## config.mk

```make
export PLATFORM = sky130hd
export DESIGN_NAME = clk_div_multi
export DESIGN_NICKNAME = d
export VERILOG_FILES = /design/src/rtl/clk_div_pkg.sv /design/src/rtl/clk_div_ch.sv /design/src/rtl/clk_div_multi.sv
export SDC_FILE = /design/constraint.sdc
export NUM_CORES = 1
export LEC_CHECK = 0
export CAP_MARGIN = 20
export CORE_UTILIZATION = 40
export DETAILED_ROUTE_END_ITERATION = 6
export GPL_TIMING_DRIVEN = 0
export SLEW_MARGIN = 20
export SYNTH_ARGS = -nofsm -noshare
export SYNTH_HDL_FRONTEND = slang
export SYNTH_SLANG_ARGS = --single-unit
```

## constraint.sdc

```tcl
create_clock -name clk -period 12.6 [get_ports clk]
set_clock_uncertainty 0.2 [all_clocks]
set_input_delay 2.52 -clock clk [delete_from_list [all_inputs] [get_ports clk]]
set_output_delay 2.52 -clock clk [all_outputs]
set_load 0.05 [all_outputs]
```

## src/rtl/clk_div_pkg.sv

```systemverilog
// Shared widths and the per-channel divider state record.
package clk_div_pkg;

  localparam int unsigned CNT_W_DEF  = 8;
  localparam int unsigned NUM_CH_DEF = 2;
  // Channel state is held at the widest supported ratio; narrower
  // configurations simply keep the upper bits at zero.
  localparam int unsigned CNT_W_MAX  = 16;

  typedef logic [CNT_W_MAX-1:0] cnt_t;

  typedef struct packed {
    cnt_t r;        // active ratio
    cnt_t c;        // position within the current period
    cnt_t p;        // pending ratio
    logic pending;  // p accepted but not yet applied
  } ch_state_t;

endpackage

```

## src/rtl/clk_div_ch.sv

```systemverilog
// One divider channel: counter, glitch-free ratio hand-over and output decode.
module clk_div_ch
  import clk_div_pkg::*;
#(
  parameter int unsigned CNT_W     = CNT_W_DEF,
  parameter int unsigned RESET_DIV = 2
) (
  input  logic             clk,
  input  logic             reset,
  input  logic             enable,
  input  logic             cfg_wr,
  input  logic [CNT_W-1:0] cfg_div,
  output logic             pending,
  output logic             div_out,
  output logic             div_tick
);

  ch_state_t st;
  ch_state_t st_nxt;
  logic      running;
  logic      wrap;

  // Channel state register
  always_ff @(posedge clk) begin
    if (reset) begin
      st.r       <= cnt_t'(RESET_DIV);
      st.c       <= '0;
      st.p       <= '0;
      st.pending <= 1'b0;
    end else begin
      st <= st_nxt;
    end
  end

  // Next state: count, capture new ratio, swap ratio at a period boundary
  always_comb begin
    st_nxt  = st;
    running = (st.r != '0);
    wrap    = enable && running && (st.c == st.r - cnt_t'(1));

    if (!running) begin
      st_nxt.c = '0;
    end else if (enable) begin
      st_nxt.c = wrap ? '0 : st.c + cnt_t'(1);
    end

    // A waiting ratio only takes over at a wrap so no period is truncated;
    // a disabled channel has no period to protect and switches at once.
    if (st.pending && (wrap || !running)) begin
      st_nxt.r       = st.p;
      st_nxt.c       = '0;
      st_nxt.pending = 1'b0;
    end

    // The top only asserts cfg_wr while nothing is pending, so this never
    // collides with the hand-over above.
    if (cfg_wr) begin
      st_nxt.p       = cnt_t'(cfg_div);
      st_nxt.pending = 1'b1;
    end
  end

  // Output decode straight from state: high for ceil(R/2), low for floor(R/2)
  always_comb begin
    pending  = st.pending;
    div_tick = wrap;
    div_out  = running && (st.c < (st.r - (st.r >> 1)));
  end

endmodule

```

## src/rtl/clk_div_multi.sv

```systemverilog
// Multi-channel programmable clock divider with per-channel ratio update port.
module clk_div_multi
  import clk_div_pkg::*;
#(
  parameter int unsigned CNT_W     = CNT_W_DEF,
  parameter int unsigned NUM_CH    = NUM_CH_DEF,
  parameter int unsigned RESET_DIV = 2
) (
  input  logic                                             clk,
  input  logic                                             reset,
  input  logic                                             enable,
  input  logic                                             cfg_valid,
  output logic                                             cfg_ready,
  input  logic [((NUM_CH > 1) ? $clog2(NUM_CH) : 1)-1:0]   cfg_ch,
  input  logic [CNT_W-1:0]                                 cfg_div,
  output logic [NUM_CH-1:0]                                cfg_pending,
  output logic [NUM_CH-1:0]                                div_out,
  output logic [NUM_CH-1:0]                                div_tick
);

  localparam int unsigned CH_W = (NUM_CH > 1) ? $clog2(NUM_CH) : 1;

  logic [NUM_CH-1:0] cfg_wr;

  // Ready unless the addressed channel still holds an unapplied ratio;
  // out-of-range channels are always ready so their writes drain away.
  always_comb begin
    cfg_ready = 1'b1;
    for (int i = 0; i < int'(NUM_CH); i++) begin
      if ((cfg_ch == CH_W'(i)) && cfg_pending[i]) cfg_ready = 1'b0;
    end
  end

  // Route an accepted update to exactly one in-range channel
  always_comb begin
    cfg_wr = '0;
    for (int i = 0; i < int'(NUM_CH); i++) begin
      cfg_wr[i] = cfg_valid && cfg_ready && (cfg_ch == CH_W'(i));
    end
  end

  for (genvar g = 0; g < int'(NUM_CH); g++) begin : g_ch
    clk_div_ch #(
      .CNT_W     (CNT_W),
      .RESET_DIV (RESET_DIV)
    ) u_ch (
      .clk      (clk),
      .reset    (reset),
      .enable   (enable),
      .cfg_wr   (cfg_wr[g]),
      .cfg_div  (cfg_div),
      .pending  (cfg_pending[g]),
      .div_out  (div_out[g]),
      .div_tick (div_tick[g])
    );
  end

endmodule

```

### Word level (Yosys, flattened, before mapping)

Index checks and enable logic that the tools add are counted.

| cells by class | value |
|---|---|
| muxes and demuxes | 8 |
| bitwise gates (word level) | 3 |
| $lt $le $gt $ge | 2 |
| reduce and logical (&&, ||, !) cells | 23 |
| add/subtract/negate cells | 6 |
| equality and inequality tests | 2 |

Operator list:

| operator | number |
|---|---|
| adder 16 x 1 -> 16 bit, second input constant | 2 |
| equality test 16 bit | 2 |
| less-than comparator 16 bit | 2 |
| 2-to-1 mux 16 bit | 2 |
| nonzero test 16 bit | 2 |
| subtractor 8 x 1 -> 9 bit, second input constant | 2 |
| subtractor 8 x 7 -> 9 bit | 2 |
| logical AND 1 bit | 13 |
| 2-to-1 mux 1 bit | 6 |
| OR reduction 3 bit | 2 |
| nonzero test 2 bit | 2 |
| inverter 1 bit | 3 |
| zero test 1 bit | 2 |
| logical OR 1 bit | 2 |

| word-level totals | value |
|---|---|
| register bits | 66 |
| output and inout bits | 7 |
| logic and storage cells | 52 |
| input port bits | 13 |

### Logic depth before layout (Yosys ltp)

Gate-level depths: netlist (run 1).

| logic depth | value |
|---|---|
| depth in word-level cells | 7 |
| gate-level depth with buffers | 18 |

### By module

A second synthesis (run 1) with hierarchy kept.

| second synthesis, totals | value |
|---|---|
| cells, all modules | 548 |
| area, all modules | 4907.2 um^2 |

Modules (own cells, without submodules):

| module | times used | cells each | area an instance (um^2) |
|---|---|---|---|
| clk_div_ch at g_ch[1].u_ch | 1 | 274 | 2457.4 |
| clk_div_ch at g_ch[0].u_ch | 1 | 271 | 2423.6 |
| clk_div_multi | 1 | 3 | 26.3 |

### Worst setup path before layout (run 1)

OpenSTA, ideal clock, no wires.

| path | value |
|---|---|
| path type | input to output |
| from | in enable |
| to | out div_tick[1] |
| path slack | 6.486 ns |
| arrival | 3.394 ns |
| stages | 5 |
| cells stage by stage | nand4_1 -> nor4_1 -> o2111a_1 -> buf_6 -> buf_4 |

| on the way | value |
|---|---|
| cells in the longest elaborated chain, start to end | 2 |

Ends and longest elaborated chain:

| element | RTL line | RTL |
|---|---|---|
| start, declared | clk_div_multi.sv:11 | `input logic enable,` |
| logical AND 1 bit (2 in series) | clk_div_ch.sv:39 | `wrap = enable && running && (st.c == st.r - cnt_t'(1));` |
| end, declared | clk_div_multi.sv:18 | `output logic [NUM_CH-1:0] div_tick` |

No other way between the ends.

### Worst setup path in the final report (run 1)

| path | value |
|---|---|
| from | in enable |
| to | out div_tick[0] |

The elaborated chain is that of the path after synthesis.

==> impl_metrics.env, run 1 <==
export IMPL_placed_cell_area_mm2=0.005266
export IMPL_grt_pass1_vias=3818
export IMPL_htreeDepth=3
export IMPL_ys_seq_area_share_pct=26.95
export IMPL_synth_area_mm2=0.004902
export IMPL_worst_pin_slew_ps=735.6
export IMPL_drv_cap=0
export IMPL_setup_viol=0
export IMPL_synthCells=537
export IMPL_diodes=0
export IMPL_dr_total_vias=3863
export IMPL_synth_distinct_cells=56
export IMPL_ys_warn_count=0
export IMPL_pin_count=20
export IMPL_clk_pin_slew_worst_paths_ps=50
export IMPL_cp_data_required_time_ps=9880
export IMPL_cts_resized=0
export IMPL_port_buffers=18
export IMPL_maxSlewHeadroom_pct=50.96
export IMPL_synth_flop_cell="dfxtp_1"
export IMPL_dr_pass1_iters=4
export IMPL_drc=0
export IMPL_clock_fmax_mhz=129.5
export IMPL_mostFrequentLayoutCell="ha_1"
export IMPL_dp_hpwl_um=8594
export IMPL_routabilityCongestion=0.8417
export IMPL_core_mm2=0.01196
export IMPL_cp_common_cell="clkdlybuf4s50_1"
export IMPL_async_flop_share_pct=0
export IMPL_cts_buffers=9
export IMPL_track_usage_pct=18.31
export IMPL_wl_per_cell_um=14.96
export IMPL_cts_tree="done"
export IMPL_grt_pass1_wl_um=18710
export IMPL_finalPower_uw=584.6
export IMPL_nets=649
export IMPL_final_cell_area_mm2=0.005584
export IMPL_vdd_ir_drop_max_v=0.00005586
export IMPL_tns_ps=0
export IMPL_worst_slack_ps=4880
export IMPL_ctsRootBufferMaster="clkbuf_16"
export IMPL_most_common_layout_cells="ha_1 (68), dfxtp_1 (66), nor2_1 (63)"
export IMPL_synth_edf_count=0
export IMPL_die_area_mm2=0.01270
export IMPL_gr_total_overflow=0
export IMPL_clk_latency_ps=330
export IMPL_critPathMaxFanout=10
export IMPL_antenna_found_initial=0
export IMPL_finalHoldViolCount=0
export IMPL_syn_avg_cell_area_um2=9.129
export IMPL_die_w_um=112.7
export IMPL_post_place_ws_ps=4904
export IMPL_min_period_over_period_pct=61.27
export IMPL_die_height_um=112.7
export IMPL_dpl_cell_count=702
export IMPL_drt_iter0_drc=135
export IMPL_crit_type="input port to output port"
export IMPL_syn_nets=620
export IMPL_floorplan_rows=40
export IMPL_endpoint_kind="output port"
export IMPL_initial_core_util_pct=40.98
export IMPL_ys_ff_latch=66
export IMPL_viasPerCell=5.380
export IMPL_cts_hold_buffers=0
export IMPL_worstHoldPathType="register to register"
export IMPL_post_cts_buffers=0
export IMPL_rsz0062_at_grt="no"
export IMPL_min_period_ps=7720
export IMPL_leakage_uw=0.002344
export IMPL_slew_violations=0
export IMPL_area_growth_pct=13.91
export IMPL_arrival_ps=5000
export IMPL_grt_start_max_net_pins=11
export IMPL_ant_nets=0
export IMPL_clkSinkCount=66
export IMPL_status="complete, no violations"
export IMPL_cp_start_kind="input port"
export IMPL_clockBufferDepth=2
export IMPL_slowest_delay_ps=790
export IMPL_crit_slowest_cell="clkdlybuf4s50_1"
export IMPL_power_density_mw_per_mm2=104.7
export IMPL_wl_um=10740
export IMPL_fin_cells=718
export IMPL_path_cells="clkdlybuf4s50_1 -> nand4_1 -> nor4_1 -> o2111a_1 -> buf_6 -> buf_4 -> clkdlybuf4s50_1"
export IMPL_post_route_cells_drive_above_1_share_pct=9.982
export IMPL_reg2reg_slack_ps=9930
[worst max-delay path, delay by kind of cell]
family          cells  cell delay [ps]
compound gates      1              250
buf+inv             4             1670
simple gates        2              550
[cell families (layout without fill, tap and decap cells)]
logic type               Yosys count  in the layout  synth area share [%]
buffers and inverters             56             90                 5.717
multiplexers                      17             17                 3.471
AND/OR/NAND/NOR                  161            161                 17.25
XOR/XNOR                          66             66                 11.79
adder cells (fa/ha/maj)           70             70                 18.17
AO/OA/AOI/OAI                    101            101                 16.64
flip-flops                        66             66                 26.95
[path summary, 6_finish.rpt]
path,endpoint,depth (start not counted),start
setup / recovery,div_tick[0],7,enable
hold / removal,g_ch[0].u_ch.st[6]$_SDFFE_PP0P_,2,g_ch[0].u_ch.st[6]$_SDFFE_PP0P_
setup reg to reg,g_ch[0].u_ch.st[34]$_SDFFE_PP1P_,10,g_ch[0].u_ch.st[34]$_SDFFE_PP1P_
hold reg to reg,g_ch[0].u_ch.st[6]$_SDFFE_PP0P_,2,g_ch[0].u_ch.st[6]$_SDFFE_PP0P_
[synthesized netlist by cell type (all sizes together), types with 6 or more instances]
cell type	number	area, µm²
xnor2	35	306.5
inv	30	112.6
o21a	6	53.80
nand4	12	75.07
o2111ai	16	140.1
nor3	8	40.04
a21o	11	82.58
mux2i	17	170.2
and4	6	52.55
nand3	15	85.08
nor2	63	236.5
dfxtp	66	1321
o211ai	6	55.05
xor2	31	271.5
buf	15	126.4
ha	68	850.8
clkbuf	10	37.54
o31ai	14	165.1
nand2	20	75.07
nor4	10	75.07
nor2b	9	71.32
o21ai	10	50.05
a21oi	16	80.08
[area by class of cell]
| cell class | count | area [µm²] |
|---|---|---|
| clock inverter | 1 | 30.03 |
| inverter | 31 | 116.4 |
| timing repair buffer | 18 | 180.2 |
| fill | 1103 | 6377 |
| clock buffer | 15 | 287.8 |
| multi-input combinational | 415 | 3301 |
| tap | 147 | 183.9 |
| sequential | 66 | 1321 |
| buffer | 25 | 163.9 |
[power breakdown]
group | total [µW] | internal [µW] | switching, µW
logic | 99.5 | 43.3 | 56.2
clock network | 265 | 175 | 90.1
registers | 220 | 214 | 5.87
[flip-flops by register name, indices dropped and copies added, names as in the netlist]
name	flops
g_ch.u_ch.pending	2
g_ch.u_ch.st	64
[per-layer routing]
| metal | track usage, % | up-vias | routed length (µm) |
|---|---|---|---|
| li1 | - | 1971 | - |
| met1 | 25.19 | 1831 | 5497 |
| met2 | 29.51 | 51 | 4823 |
| met3 | 2.625 | 10 | 293 |
| met4 | 5.956 | 0 | 131 |
| met5 | 0 | - | 0 |
[through the flow]
| step | hold slack [ps] | utilization [%] |
|---|---|---|
| after global placement | 279.4 | 44.03 |
| final | 293.5 | 46.68 |
| after floorplan | 260.5 | - |
| after detailed placement | 281.2 | 44.03 |
| after global routing | 332.6 | 46.68 |
| after CTS | 296.5 | 46.68 |
No activity file was read; power rests on OpenSTA's default activity.
==> inputs of run 2 (changes only) <==
==> constraint.sdc (replaced) <==
create_clock -name clk -period 7.6 [get_ports clk]
set_clock_uncertainty 0.2 [all_clocks]
set_input_delay 1.52 -clock clk [delete_from_list [all_inputs] [get_ports clk]]
set_output_delay 1.52 -clock clk [all_outputs]
set_load 0.05 [all_outputs]
==> results of run 2 <==
Same layout as run 1 (identical final DEF). Status: complete, no violations.
Main changes from that run: setup slack after placement 4904 ps -> 1673 ps; setup slack after layout 4880 ps -> 1316 ps; start point of the critical path enable -> g_ch[0].u_ch.st[33]$_SDFFE_PP0P_; end point of the critical path div_tick[0] -> div_out[0]; register-to-register setup slack 9930 ps -> 4930 ps; total power 584.6 µW -> 969.2 µW; worst IR drop on VDD 0.00005586 V -> 0.00009261 V
